--- src/rtl/round_robin_arbiter.sv ---
// Round-robin arbiter with registered one-hot grant, bounded hold time and
// preemption of a long-running owner when other requesters are waiting.

module parallel_finder #(
  parameter int N  = 4,
  parameter int IW = $clog2(N)
) (
  input  logic [N-1:0]  vec,
  output logic          found,
  output logic [N-1:0]  onehot,
  output logic [IW-1:0] index
);

  always_comb begin
    // Two's-complement trick isolates the lowest set bit.
    onehot = vec & (~vec + N'(1));
    found  = |vec;
    index  = '0;
    for (int i = 0; i < N; i++) begin
      if (onehot[i]) index = index | IW'(i);
    end
  end

endmodule

module round_robin_arbiter #(
  parameter int REQ_NUM  = 4,
  parameter int MAX_HOLD = 8
) (
  input  logic                       clk,
  input  logic                       rst,
  input  logic [REQ_NUM-1:0]         req,
  output logic [REQ_NUM-1:0]         grant,
  output logic [$clog2(REQ_NUM)-1:0] grant_index,
  output logic                       grant_valid,
  output logic                       preempt
);

  localparam int IW = $clog2(REQ_NUM);
  localparam int HW = $clog2(MAX_HOLD);
  localparam logic [HW-1:0] HOLD_LAST = HW'(MAX_HOLD - 1);

  typedef enum logic {IDLE, GRANT} state_t;

  state_t               state, state_d;
  logic [IW-1:0]        ptr, ptr_d;
  logic [HW-1:0]        hold_cnt, hold_d;
  logic [REQ_NUM-1:0]   grant_d;
  logic [IW-1:0]        index_d;
  logic                 valid_d, preempt_d;

  logic [IW-1:0]        owner_next, search_base;
  logic [REQ_NUM-1:0]   search_vec, ge_mask, masked_vec;
  logic                 hi_found, lo_found;
  logic [REQ_NUM-1:0]   hi_onehot, lo_onehot, win_onehot;
  logic [IW-1:0]        hi_index, lo_index, win_index;
  logic                 owner_req;

  // While granting, the search starts after the owner and the owner is
  // excluded, so a switch always lands on a different requester.
  always_comb begin
    owner_next  = grant_index + IW'(1);
    search_base = (state == GRANT) ? owner_next : ptr;
    search_vec  = (state == GRANT) ? (req & ~grant) : req;
    ge_mask     = {REQ_NUM{1'b1}} << search_base;
    masked_vec  = search_vec & ge_mask;
  end

  parallel_finder #(.N(REQ_NUM), .IW(IW)) u_find_hi (
    .vec    (masked_vec),
    .found  (hi_found),
    .onehot (hi_onehot),
    .index  (hi_index)
  );

  parallel_finder #(.N(REQ_NUM), .IW(IW)) u_find_lo (
    .vec    (search_vec),
    .found  (lo_found),
    .onehot (lo_onehot),
    .index  (lo_index)
  );

  assign win_onehot = hi_found ? hi_onehot : lo_onehot;
  assign win_index  = hi_found ? hi_index  : lo_index;
  assign owner_req  = |(req & grant);

  always_comb begin
    // NOTE: every next-state variable gets a default before the case, so no
    // path can leave one unassigned and infer a latch.
    state_d   = state;
    grant_d   = grant;
    index_d   = grant_index;
    valid_d   = grant_valid;
    preempt_d = 1'b0;
    ptr_d     = ptr;
    hold_d    = hold_cnt;

    case (state)
      IDLE: begin
        if (lo_found) begin
          state_d = GRANT;
          grant_d = win_onehot;
          index_d = win_index;
          valid_d = 1'b1;
          hold_d  = '0;
        end
      end
      GRANT: begin
        if (owner_req) begin
          if (hold_cnt != HOLD_LAST) begin
            hold_d = hold_cnt + HW'(1);
          end else if (lo_found) begin
            grant_d   = win_onehot;
            index_d   = win_index;
            preempt_d = 1'b1;
            hold_d    = '0;
            ptr_d     = owner_next;
          end
        end else if (lo_found) begin
          grant_d = win_onehot;
          index_d = win_index;
          hold_d  = '0;
          ptr_d   = owner_next;
        end else begin
          state_d = IDLE;
          grant_d = '0;
          index_d = '0;
          valid_d = 1'b0;
          hold_d  = '0;
          ptr_d   = owner_next;
        end
      end
      default: state_d = IDLE;
    endcase
  end

  // NOTE: sequential state uses non-blocking assignments so all registers
  // update together from values computed in the previous cycle.
  always_ff @(posedge clk or negedge rst) begin
    if (!rst) begin
      state       <= IDLE;
      grant       <= '0;
      grant_index <= '0;
      grant_valid <= 1'b0;
      preempt     <= 1'b0;
      ptr         <= '0;
      hold_cnt    <= '0;
    end else begin
      state       <= state_d;
      grant       <= grant_d;
      grant_index <= index_d;
      grant_valid <= valid_d;
      preempt     <= preempt_d;
      ptr         <= ptr_d;
      hold_cnt    <= hold_d;
    end
  end

endmodule
--- config.mk ---
export PLATFORM = sky130hd
export DESIGN_NAME = round_robin_arbiter
export DESIGN_NICKNAME = d
export VERILOG_FILES = /design/src/rtl/round_robin_arbiter.sv
export SDC_FILE = /design/constraint.sdc
export NUM_CORES = 1
export LEC_CHECK = 0
export CORE_AREA = 2 2 45 47
export CTS_CLUSTER_SIZE = 8
export DETAILED_ROUTE_END_ITERATION = 16
export DIE_AREA = 0 0 47 49
export GPL_ROUTABILITY_DRIVEN = 0
export MAX_ROUTING_LAYER = met4
export PLACE_DENSITY = 0.72
export SETUP_SLACK_MARGIN = 0.15
export SLEW_MARGIN = 20
export SYNTH_ARGS = -nofsm -noshare
export SYNTH_HDL_FRONTEND = slang
export SYNTH_SLANG_ARGS = --single-unit
--- constraint.sdc ---
create_clock -name clk -period 4.5 [get_ports clk]
set_clock_uncertainty 0.1 [all_clocks]
set_input_delay 1.35 -clock clk [delete_from_list [all_inputs] [get_ports clk]]
set_output_delay 1.35 -clock clk [all_outputs]
set_load 0.05 [all_outputs]
==> impl_results.html <==
<table>
<tr><th>Metric</th><th>Value</th></tr>
<tr><th colspan="2">Run status</th></tr>
<tr><td>Outcome</td><td>completed</td></tr>
<tr><th colspan="2">Critical path</th></tr>
<tr><td>Top cell family by delay on the critical path</td><td>buffers and inverters</td></tr>
<tr><td>Startpoint type of the worst setup path</td><td>flop</td></tr>
<tr><td>Critical path cell sequence</td><td>clkdlybuf4s50_1</td></tr>
<tr><td>Count of buffer and inverter cells on the critical path</td><td>1</td></tr>
<tr><td>Highest net fanout along the worst path</td><td>8</td></tr>
<tr><td>Slowest-stage cell, CP</td><td>sky130_fd_sc_hd__clkdlybuf4s50_1</td></tr>
<tr><td>Reg-to-reg critical path endpoint</td><td>grant_valid</td></tr>
<tr><td>Arrival time of the worst setup path</td><td>1.64 ns</td></tr>
<tr><td>Cell depth of the worst flop-to-flop path</td><td>5</td></tr>
<tr><td>Worst endpoint required time</td><td>3.05 ns</td></tr>
<tr><td>Endpoint kind of the worst setup timing path</td><td>output pin</td></tr>
<tr><td>Worst-case register-to-register setup slack</td><td>2.04 ns</td></tr>
<tr><td>Stage delay of the slowest cell on the critical path</td><td>0.85 ns</td></tr>
<tr><td>CP Class</td><td>reg -&gt; out</td></tr>
<tr><td>Reg-to-Reg Start</td><td>state</td></tr>
<tr><th colspan="2">Synth</th></tr>
<tr><td>Syn Area/Cell</td><td>9.722 um^2</td></tr>
<tr><td>Synthesized-area fraction occupied by ao, oa, aoi and oai cells</td><td>26.48%</td></tr>
<tr><td>Synthesized area</td><td>845.8 um^2</td></tr>
<tr><td>Leading cell types by count after synthesis</td><td>sky130_fd_sc_hd__dfrtp_1, sky130_fd_sc_hd__nor2_1, sky130_fd_sc_hd__nand2_1</td></tr>
<tr><td>Synth cell types</td><td>36</td></tr>
<tr><td>Post-synthesis cell count</td><td>87</td></tr>
<tr><td>Cell with the most instances after synthesis</td><td>sky130_fd_sc_hd__dfrtp_1</td></tr>
<tr><td>Synth Flop Type</td><td>sky130_fd_sc_hd__dfrtp_1</td></tr>
<tr><td>EDFF count, synth</td><td>0</td></tr>
<tr><td>Main combinational cell family by area after synthesis</td><td>compound AO/OA/AOI/OAI gates</td></tr>
<tr><td>Net count after synthesis</td><td>95</td></tr>
<tr><td>Number of warnings printed during yosys synthesis</td><td>0</td></tr>
<tr><td>Most area-consuming cells after synthesis</td><td>sky130_fd_sc_hd__dfrtp_1, sky130_fd_sc_hd__nor2_1, sky130_fd_sc_hd__nor3b_1, sky130_fd_sc_hd__nand2_1, sky130_fd_sc_hd__a22o_1</td></tr>
<tr><td>#FFs+latches synth</td><td>14</td></tr>
<tr><td>Top cell type by total area after synthesis</td><td>sky130_fd_sc_hd__dfrtp_1</td></tr>
<tr><td>Sequential cell area fraction in the yosys report</td><td>41.42%</td></tr>
<tr><td>Post-synthesis share of cell area spent on xor and xnor gates</td><td>1.036%</td></tr>
<tr><td>Area share of the largest cell type after synthesis</td><td>41.42%</td></tr>
<tr><td>Fraction of synthesis flops using an asynchronous set or reset pin</td><td>100.0%</td></tr>
<tr><td>Post-synthesis share of cell area spent on full adders, half adders and majority gates</td><td>2.959%</td></tr>
<tr><td>Synth Area in Simple Gates</td><td>21.01%</td></tr>
<tr><td>Post-synthesis mux area share</td><td>3.698%</td></tr>
<tr><th colspan="2">Power and ir drop</th></tr>
<tr><td>Internal power</td><td>0.4002 mW</td></tr>
<tr><td>Peak ir drop on the vdd network</td><td>354.4 uV</td></tr>
<tr><td>Power dissipated by switching net loads</td><td>0.3531 mW</td></tr>
<tr><td>Fraction of power consumed by sequential logic</td><td>31.5%</td></tr>
<tr><td>Switching fraction of total power</td><td>46.87%</td></tr>
<tr><td>Clock network fraction of total power</td><td>12.4%</td></tr>
<tr><td>Leakage</td><td>0.4680 nW</td></tr>
<tr><td>Comb power frac</td><td>56.0%</td></tr>
<tr><td>Power per standard cell area</td><td>732.4 nW/um^2</td></tr>
<tr><th colspan="2">Detailed routing</th></tr>
<tr><td>Number of vias in the routed layout</td><td>740</td></tr>
<tr><td>Remaining antenna violation count</td><td>0</td></tr>
<tr><td>Wire per inst</td><td>14.02 um</td></tr>
<tr><td>DR pass1 iterations</td><td>4</td></tr>
<tr><td>Vias per inst</td><td>5.781</td></tr>
<tr><td>Detailed Route Iter0 Violations</td><td>21</td></tr>
<tr><td>DRC</td><td>0</td></tr>
<tr><td>Final wirelength</td><td>1.795 mm</td></tr>
<tr><th colspan="2">Global routing</th></tr>
<tr><td>Pin count of the biggest net entering global routing</td><td>21</td></tr>
<tr><td>Global-route wire length before repair</td><td>3.049 mm</td></tr>
<tr><td>Initial antenna violation count</td><td>0</td></tr>
<tr><td>Vias in the first global route</td><td>675</td></tr>
<tr><td>Overall overflow remaining after global route</td><td>0</td></tr>
<tr><td>Combined global-route utilization of all metal layers</td><td>18.55%</td></tr>
<tr><th colspan="2">Die</th></tr>
<tr><td>Count of boundary I/O pins</td><td>14</td></tr>
<tr><td>Area enclosed by the die boundary</td><td>2303 um^2</td></tr>
<tr><td>Initial cell density of the core</td><td>45.92%</td></tr>
<tr><td>Overall die height</td><td>49 um</td></tr>
<tr><td>Die width</td><td>47 um</td></tr>
<tr><td># rows</td><td>16</td></tr>
<tr><td>Area of the core region</td><td>1842 um^2</td></tr>
<tr><th colspan="2">STA</th></tr>
<tr><td>Number of hold violations in the final report</td><td>0</td></tr>
<tr><td>Min Clock Period, post-route</td><td>3.089 ns</td></tr>
<tr><td>Timing-limited maximum frequency</td><td>323.8 MHz</td></tr>
<tr><td>RSZ-0062 raised after global routing</td><td>no</td></tr>
<tr><td>Period Utilization, post-route</td><td>68.64%</td></tr>
<tr><td>Tightest Pin Transition</td><td>0.6258 ns</td></tr>
<tr><td>Relative slew slack</td><td>58.15%</td></tr>
<tr><td># setup viols final</td><td>0</td></tr>
<tr><td>Number of pins with negative max-slew slack in the final report</td><td>0</td></tr>
<tr><td>Setup TNS</td><td>0 ns</td></tr>
<tr><td>Final worst slack</td><td>1.411 ns</td></tr>
<tr><th colspan="2">Worst hold path</th></tr>
<tr><td>Launch point of the worst hold path</td><td>hold_cnt[2]</td></tr>
<tr><td>Cell depth of the worst hold path</td><td>1</td></tr>
<tr><td>Min-Delay Endpoint</td><td>hold_cnt[2]</td></tr>
<tr><td>Path class of the lowest-slack min-delay path</td><td>reg -&gt; reg</td></tr>
<tr><th colspan="2">Clocking</th></tr>
<tr><td>Post-CTS repair timing setup buffer count</td><td>0</td></tr>
<tr><td>Hold buffer count at cts</td><td>0</td></tr>
<tr><td>TritonCTS clock tree</td><td>yes</td></tr>
<tr><td>Count of H-tree levels built during CTS</td><td>1</td></tr>
<tr><td>Clock net sink count</td><td>14</td></tr>
<tr><td>Clk root buf</td><td>sky130_fd_sc_hd__clkbuf_4</td></tr>
<tr><td>Clock insertion delay at the later pin of the skew report</td><td>0.29 ns</td></tr>
<tr><td>Max Root-Sink Buffers</td><td>2</td></tr>
<tr><td>Clock transition at path regs</td><td>0.09 ns</td></tr>
<tr><td>Total CTS buffers</td><td>3</td></tr>
<tr><td>Count of cells resized by post-cts repair</td><td>0</td></tr>
<tr><th colspan="2">Placement</th></tr>
<tr><td>Number of buffers added on ports</td><td>13</td></tr>
<tr><td>Worst setup slack before clock tree synthesis</td><td>1.125 ns</td></tr>
<tr><td>HPWL Detailed</td><td>1.336 mm</td></tr>
<tr><th colspan="2">Layout</th></tr>
<tr><td>Final net count</td><td>110</td></tr>
<tr><td>Share of cells above drive strength 1</td><td>8.911%</td></tr>
<tr><td>Antenna Cells</td><td>0</td></tr>
<tr><td>Area delta synth-&gt;final</td><td>21.60%</td></tr>
<tr><th colspan="2">Flow run</th></tr>
<tr><td>Max Cap Violations</td><td>0</td></tr>
</table>
## layer usage
| metal | part of all wire, % | GRT usage (%) | up-vias |
|---|---|---|---|
| li1 | - | - | 355 |
| met1 | 47 | 26.18 | 357 |
| met2 | 48 | 26.26 | 24 |
| met3 | 3.8 | 3.333 | 4 |
| met4 | 1.6 | 6.944 | 0 |
| met5 | 0 | - | - |
## kinds of logic after synthesis
family / after synthesis
AOI/OAI and AO/OA: 28
muxes: 3
buffers and inverters: 6
DFF: 14
and+or+nand+nor: 33
xor gates and xnor gates: 1
adders and majority gates: 2
## per-stage QoR
stage                     cell area, um^2  total power, mW  instances  hold slack, ns  utilization [%]
after floorplan                     845.8           0.5484         87          0.3563                -
after global placement              992.2           0.6534        124          0.3740            53.87
after detailed placement            992.2           0.6606        124          0.3903            53.87
after CTS                            1028           0.7525        128          0.4113            55.84
after global routing                 1028           0.8046        128          0.4278            55.84
final                                1028           0.7533        128          0.4120            55.84
## cell type report
| type | count | area [um^2] |
|---|---|---|
| clock buffers | 4 | 36.28 |
| fillers | 177 | 813.3 |
| inverters | 3 | 11.26 |
| multi-input cells | 67 | 466.7 |
| flip-flops and latches | 14 | 350.3 |
| well taps | 27 | 33.78 |
| repair buffers | 13 | 130.1 |
## power by group through the flow
stage               clock network [mW]  logic [mW]  registers [mW]
floorplan                            0       0.241           0.308
global placement                     0       0.413           0.240
detailed placement                   0       0.421           0.240
CTS                             0.0942       0.421           0.237
global route                    0.0994       0.459           0.247
finish                          0.0936       0.422           0.238
## state kept, by name, summed over array words and instances, names as in the netlist
| register | cells |
|---|---|
| grant_index | 2 |
| preempt | 1 |
| grant | 4 |
| hold_cnt | 3 |
| grant_valid | 1 |
| ptr | 2 |
| state | 1 |
## how the worst max path moves through the flow
stage               slack (ns)  depth (start not counted)              to           start
global route              1.32                          6          ptr[0]          req[3]
floorplan                 1.72                          5  grant_index[0]          req[3]
global placement          1.17                          5  grant_index[0]          req[0]
detailed placement        1.12                          5  grant_index[0]          req[0]
finish                    1.41                          1  grant_index[0]  grant_index[0]
CTS                       1.40                          1  grant_index[0]  grant_index[0]
## cell usage in the layout, fill, tap and decap left out, drive strengths merged
master / n
a211o: 1
a211oi: 1
a21boi: 5
a21o: 3
a21oi: 5
a22o: 3
a22oi: 3
a31o: 1
and2: 1
and4b: 1
clkbuf: 4
clkdlybuf4s50: 13
dfrtp: 14
ha: 2
inv: 3
mux2: 1
mux2i: 2
nand2: 7
nand2b: 2
nand3: 2
nand3b: 3
nor2: 8
nor2b: 1
nor3: 2
nor3b: 4
o211ai: 1
o21ai: 1
o311ai: 1
o31ai: 2
o32a: 1
or2: 1
or4: 1
xnor2: 1
Note: power is estimated with default switching activity, not from simulation.
